### config.mk
export PLATFORM = sky130hd
export DESIGN_NAME = logic_arb
export DESIGN_NICKNAME = d
export VERILOG_FILES = /design/src/rtl/logic_arb.sv
export SDC_FILE = /design/constraint.sdc
export NUM_CORES = 1
export LEC_CHECK = 0
export CAP_MARGIN = 20
export CORE_ASPECT_RATIO = 2
export CORE_MARGIN = 2
export CORE_UTILIZATION = 40
export DETAILED_ROUTE_END_ITERATION = 7
export PLACE_DENSITY_LB_ADDON = 0.05
export SYNTH_ARGS = -nofsm -noshare
export SYNTH_HDL_FRONTEND = slang
export SYNTH_SLANG_ARGS = --single-unit
### constraint.sdc
create_clock -name clk -period 1.4 [get_ports clk]
set_clock_uncertainty 0.2 [all_clocks]
set_input_delay 0.21 -clock clk [delete_from_list [all_inputs] [get_ports clk]]
set_output_delay 0.21 -clock clk [all_outputs]
set_load 0.02 [all_outputs]
### src/rtl/logic_arb.sv
// Two-requester round-robin arbiter in front of a shared bitwise logic unit.
// Each accepted operation flows through an issue register and a result register.

module unit_logic #(
    parameter int WIDTH = 8
) (
    input  logic [WIDTH-1:0] i_a,
    input  logic [WIDTH-1:0] i_b,
    input  logic             i_and,
    input  logic             i_or,
    input  logic             i_xor,
    input  logic             i_inv,
    output logic [WIDTH-1:0] o_y
);
    logic [WIDTH-1:0] w_raw;

    always_comb begin
        w_raw = '0;
        if (i_and) w_raw = i_a & i_b;
        if (i_or)  w_raw = i_a | i_b;
        if (i_xor) w_raw = i_a ^ i_b;
    end

    assign o_y = i_inv ? ~w_raw : w_raw;
endmodule

module logic_arb #(
    parameter int WIDTH = 8
) (
    input  logic             clk,
    input  logic             rst_n,
    input  logic             req0_valid,
    output logic             req0_ready,
    input  logic [2:0]       req0_op,
    input  logic [WIDTH-1:0] req0_a,
    input  logic [WIDTH-1:0] req0_b,
    input  logic             req1_valid,
    output logic             req1_ready,
    input  logic [2:0]       req1_op,
    input  logic [WIDTH-1:0] req1_a,
    input  logic [WIDTH-1:0] req1_b,
    output logic             res_valid,
    input  logic             res_ready,
    output logic [WIDTH-1:0] res_data,
    output logic             res_id,
    output logic             busy
);
    // Handshake: a transfer happens on a rising edge where valid and ready
    // are both high; ready never depends on operand values.
    logic             r_prio;
    logic             r_s1_valid;
    logic [2:0]       r_s1_op;
    logic [WIDTH-1:0] r_s1_a;
    logic [WIDTH-1:0] r_s1_b;
    logic             r_s1_id;
    logic             r_res_valid;
    logic [WIDTH-1:0] r_res_data;
    logic             r_res_id;

    logic             w_res_adv;
    logic             w_s1_accept;
    logic             w_grant0;
    logic             w_grant1;
    logic             w_acc;
    logic             w_c_and;
    logic             w_c_or;
    logic             w_c_xor;
    logic             w_c_inv;
    logic [WIDTH-1:0] w_unit_y;

    assign w_res_adv   = !r_res_valid || res_ready;
    assign w_s1_accept = !r_s1_valid || w_res_adv;
    assign w_grant0    = req0_valid && (!r_prio || !req1_valid);
    assign w_grant1    = req1_valid && (r_prio || !req0_valid);
    // rst_n gates ready so nothing can look accepted while the block is held in reset.
    assign req0_ready  = w_grant0 && w_s1_accept && rst_n;
    assign req1_ready  = w_grant1 && w_s1_accept && rst_n;
    assign w_acc       = req0_ready || req1_ready;

    assign w_c_inv = r_s1_op[2];
    assign w_c_and = (r_s1_op[1:0] == 2'b00);
    assign w_c_or  = (r_s1_op[1:0] == 2'b01);
    assign w_c_xor = (r_s1_op[1:0] == 2'b10);

    unit_logic #(.WIDTH(WIDTH)) u_unit (
        .i_a   (r_s1_a),
        .i_b   (r_s1_b),
        .i_and (w_c_and),
        .i_or  (w_c_or),
        .i_xor (w_c_xor),
        .i_inv (w_c_inv),
        .o_y   (w_unit_y)
    );

    always_ff @(posedge clk or negedge rst_n) begin
        if (!rst_n) begin
            r_prio     <= 1'b0;
            r_s1_valid <= 1'b0;
            r_s1_op    <= '0;
            r_s1_a     <= '0;
            r_s1_b     <= '0;
            r_s1_id    <= 1'b0;
        end else begin
            if (w_acc) begin
                r_s1_valid <= 1'b1;
                r_s1_op    <= req1_ready ? req1_op : req0_op;
                r_s1_a     <= req1_ready ? req1_a : req0_a;
                r_s1_b     <= req1_ready ? req1_b : req0_b;
                r_s1_id    <= req1_ready;
                r_prio     <= !req1_ready;
            end else if (w_res_adv) begin
                r_s1_valid <= 1'b0;
            end
        end
    end

    always_ff @(posedge clk or negedge rst_n) begin
        if (!rst_n) begin
            r_res_valid <= 1'b0;
            r_res_data  <= '0;
            r_res_id    <= 1'b0;
        end else if (r_s1_valid && w_res_adv) begin
            r_res_valid <= 1'b1;
            r_res_data  <= w_unit_y;
            r_res_id    <= r_s1_id;
        end else if (res_ready) begin
            r_res_valid <= 1'b0;
        end
    end

    assign res_valid = r_res_valid;
    assign res_data  = r_res_data;
    assign res_id    = r_res_id;
    assign busy      = r_s1_valid || r_res_valid;
endmodule

[Yosys cells after proc, flatten, opt, wreduce, memory -nomap -nowiden]
Cells that the tools add are included.
Cells by class
  equal/unequal tests: 2
  multiplexer cells: 11
  bitwise gates (word level): 4
  reduce and logical (&&, ||, !) cells: 22
Operators with widths (number)
  $mux 8: 6
  $and 8x8->8: 1
  $not 8->8: 1
  $or 8x8->8: 1
  $xor 8x8->8: 1
  $logic_and 1x1->1: 7
  $logic_not 1->1: 6
  $logic_or 1x1->1: 6
  $mux 1: 4
  $reduce_bool 2->1: 2
  $mux 3: 1
  $eq 2x1->1 const B: 1
  $eq 2x2->1 const B: 1
  $logic_not 2->1: 1
Storage, ports and cells
  output and inout bits: 13
  register bits: 32

[Logic depth before layout (Yosys ltp)]
  depth in word-level cells: 7
  gate-level depth with buffers: 6

[Modules after synthesis]
Synthesis repeated with hierarchy kept, for this count alone.
Second synthesis, totals
  cell total of the unflattened synthesis: 186
  area total of the unflattened synthesis: 2054.5 µm²
By module, submodules not included
  logic_arb: cells an instance 111, area each 1457.6 µm², times used 1
  unit_logic: cells an instance 75, area each 596.8 µm², times used 1

[Worst setup path after synthesis]
No wires, ideal clock.
  path type: flip-flop to flip-flop
  from: reg r_res_valid (netlist: res_valid)
  to: reg r_s1_a[0]
  arrival time: 1.215 ns
  setup time: 0.130 ns
  setup slack: -0.146 ns
  cell stages (with the launch flop): 7
  path buffers: 2
  path through: dfrtp_1 > nand3b_1 > and2_1 > buf_6 > o21ai_2 > buf_4 > a22oi_1
On the way
  longest elaborated chain between the ends: 6
Ends and longest elaborated chain
  start: declaration: RTL line 56  | logic r_res_valid;
  start signal: assignment: RTL line 119  | r_res_valid <= 1'b0;
  start signal: assignment: RTL line 123  | r_res_valid <= 1'b1;
  start signal: assignment: RTL line 127  | r_res_valid <= 1'b0;
  $logic_not 1->1 *: RTL line 71  | assign w_res_adv = !r_res_valid || res_ready;
  $logic_or 1x1->1 *: RTL line 71
  $logic_or 1x1->1 *: RTL line 72  | assign w_s1_accept = !r_s1_valid || w_res_adv;
  $logic_and 1x1->1 (on tied branches) (2 in series): RTL line 77, 76
  $mux 8 or $logic_or 1x1->1 (tied branches): RTL line 107, 78
  end signal: assignment: RTL line 107  | r_s1_a <= req1_ready ? req1_a : req0_a;
  end: declaration: RTL line 53  | logic [WIDTH-1:0] r_s1_a;
Every way passes the cells marked *; elsewhere a longest branch is shown, timed or not.
A chain may end at the register's enable or synchronous reset.

[Final worst setup path]
  from: reg r_s1_op[0]
  to: reg r_res_data[6] (netlist: res_data[6])
On the way
  longest elaborated chain between the ends: 6
Ends and longest elaborated chain
  start: declaration: RTL line 52  | logic [2:0] r_s1_op;
  start signal: assignment: RTL line 106  | r_s1_op <= req1_ready ? req1_op : req0_op;
  $logic_not 2->1: RTL line 81  | assign w_c_and = (r_s1_op[1:0] == 2'b00);
  $mux 8: RTL line 19  | if (i_and) w_raw = i_a & i_b;
  $mux 8: RTL line 20  | if (i_or) w_raw = i_a | i_b;
  $mux 8 *: RTL line 21  | if (i_xor) w_raw = i_a ^ i_b;
  $not 8->8: RTL line 24  | assign o_y = i_inv ? ~w_raw : w_raw;
  $mux 8 *: RTL line 24
  end signal: assignment: RTL line 124  | r_res_data <= w_unit_y;
  end: declaration: RTL line 57  | logic [WIDTH-1:0] r_res_data;
Marks and branches as above.

==> flow_summary_export.csv <==
group,metric,value,unit
floorplan,fp.coreArea,4770,µm²
clocking,htreeDepth,2,
yosys,yosys_register_bits,32,
yosys,seq_area_frac_synth,40.8,%
worst_hold_path,worstHoldPathCells,3,
yosys,synth_edf_count,0,
yosys,ys_warn_count,0,
grt,track_usage,20.3,%
cells_and_area,area_growth,73.0,%
worst_setup_path,cp-end-kind,"flip-flop",
yosys,synth_area_leaders,"dfrtp_1, ha_1, a22oi_1",
run,maxCapViolations,0,
yosys,synthMuxAreaShare,0.574,%
worst_setup_path,startpoint_type,"flip-flop",
worst_setup_path,critPathKind,"reg2reg",
grt,grt_overflow_total,0,
route,via_per_inst,5.12,
worst_setup_path,rr_worst_depth,5,
cells_and_area,final_area,3390,µm²
cells_and_area,diodes,0,
placed_design,preCtsSetupSlack,-0.735,ns
yosys,syn_area,1960,µm²
yosys,yosysTopAreaCell,"dfrtp_1",
yosys,yosysUniqueCellTypes,34,
yosys,postSynthAreaPerCell,10.0,µm²
sta,layout_setup_ws,-0.196,ns
clocking,cts_max_path_buffers,2,
route,postRouteAntennaNets,0,
yosys,yosys.area_share.simple,13.0,%
floorplan,placementRows,36,
yosys,synthXorXnorAreaFrac,3.13,%
cells_and_area,layout_commonest_cell,"buf_4",
sta,finalMaxSlewViolations,0,
clocking,clk_latency,0.29,ns
grt,grt_pass1_wl,7990,µm
route,vias,1885,
clocking,clock-root-buffer,"clkbuf_8",
worst_setup_path,worst_ep_arrival_time,1.59,ns
grt,grt_pass1_vias,1781,
grt,antenna_found_initial,0,
floorplan,initial_utilization,41.1,%
yosys,syn_nets,255,
route,wl,5580,µm
placed_design,globalplace.congestion,0.806,
run_status,status,"finished, violations left",
worst_setup_path,crit_buf_inv,1,
floorplan,die_y,103,µm
floorplan,die_area,5510,µm²
route,drtIter0Drc,24,
yosys,synth_top_family_by_area,"compound AO/OA/AOI/OAI gates",
run_status,violations,"setup timing",
floorplan,fp.dieW,53.5,µm
cells_and_area,drive_above_1_share,45.7,%
pwr,ir_drop,0.000958,V
placed_design,io_buffers,55,
worst_setup_path,crit_path_max_fanout,12,
clocking,clk_pin_slew_worst_paths,0.07,ns
yosys,yosys.area_share.adder,10.2,%
worst_setup_path,max_stage_delay,0.41,ns
floorplan,io_pins,56,
route,wl_per_cell,15.2,µm
yosys,synth_top_flop_cell,"dfrtp_1",
grt,grt_max_degree,19,
route,drt_first_pass_iters,4,
placed_design,dpl_cell_area,2940,µm²
clocking,cts_tree,"yes",
placed_design,dp_hpwl,3890,µm
worst_setup_path,cp.depth,5,
worst_hold_path,hold_class,"in2reg",
clocking,numCtsBuffers,5,
yosys,synthArstFlopShare,100,%
worst_setup_path,cpMaxStageDelayCell,"dfrtp_1",
pwr,cellPowerDensity,1320,nW/µm²
worst_setup_path,crit_family,"compound AO/OA/AOI/OAI gates",
sta,fin_crit_sh,114,%
yosys,syn_inst,196,
cells_and_area,fin_nets,369,
sta,hold_viol_final,0,
cells_and_area,layout_common_cells,"buf_4, clkdlybuf4s50_1, dfrtp_1, o22ai_1, a22oi_1",
worst_setup_path,required,1.39,ns
pwr,leakagePower,1.50,nW
route,remaining_drc_errors,0,
worst_setup_path,critical_path.cell_chain,"buf_6 -> or2b_1 -> a21oi_2 -> nor3_2 -> o31ai_1",
sta,slew_headroom,61.4,%
sta,rsz0062_at_grt,"true",
yosys,synth_compound_area_share,24.7,%
sta,worstMarginPinSlew,0.579,ns
yosys,synth_top_area_share,40.8,%
sta,final-setup-viol-count,31,
sta,fmax,626,MHz
clocking,clkSinkCount,32,
sta,fin_crit,1.60,ns
cell usage after synthesis, drive strengths merged (2+ instances only):
cell type / count
a21oi: 4
a22oi: 17
a2bb2oi: 2
and2: 8
buf: 12
dfrtp: 32
ha: 16
inv: 17
nand2: 12
nand2b: 2
nand3b: 8
nor2: 12
o21a: 2
o21ai: 9
o22ai: 18
o31ai: 8
or2: 2
xnor2: 7
worst min-delay path, stage by stage:
cell and delay, ns:
dlygate4sd2_1 0.26, nor2b_4 0.11, or2_2 0.10
metal layers:
metal / routed length (µm) / GRT usage (%)
met1: 2020 / 22.3
met2: 3260 / 36.4
met4: 127 / 9.07
met3: 172 / 3.48
met5: 0 / 0
timing repair:
item,CTS,global route
setup buffers,5,8
gates resized for setup,75,40
endpoints found under the hold margin,32,0
hold buffers,2,0
gates cloned,1,1
setup endpoints to repair,44,39
pin swaps,17,23
path summary, 6_finish.rpt:
check | to | from | slack [ns]
min in group asynchronous | r_s1_b[3] | rst_n | 0.48
setup / recovery | res_data[6] | r_s1_op[0] | -0.20
hold reg to reg | res_data[4] | res_data[4] | 0.28
max in group asynchronous | res_data[4] | rst_n | 0.30
setup reg to reg | res_data[6] | r_s1_op[0] | -0.20
hold / removal | res_valid | res_ready | 0.24
sequential cells by signal, indices dropped and copies added (netlist names):
name	count
r_s1_op	3
r_s1_b	8
res_id	1
r_s1_id	1
r_prio	1
res_data	8
r_s1_valid	1
res_valid	1
r_s1_a	8
metrics by stage:
stage	utilization, %	TNS, ns	hold slack, ns	std cells	power [mW]
detailed placement	61.5	-12.92	0.270	344	3.40
global placement	61.5	-12.64	0.265	344	3.35
global route	71.0	-5.85	0.267	368	4.77
floorplan	-	-0.798	-0.286	196	2.45
CTS	67.1	-3.51	0.229	359	4.29
finish	71.0	-3.11	0.236	368	4.49
power by group:
group / switching (mW) / internal [mW]
Clock: 0.338 / 0.401
Sequential: 0.198 / 1.18
Combinational: 1.08 / 1.29
layout make-up:
type / count / area, µm²
flip-flops and latches: 32 / 802
well taps: 57 / 71.3
fillers: 382 / 1380
repair buffers: 119 / 1080
multi-input cells: 135 / 1280
inverters: 17 / 63.8
clock buffers: 8 / 90.1
logic make-up (layout without fill, tap and decap cells):
logic type      Yosys count  count (layout)
simple gates             48              48
xor+xnor                  7               7
mux                       1               1
fa+ha+maj                16              16
buf+inv                  30             144
flops                    32              32
compound gates           62              63
Power figures use the tool's default switching activity.
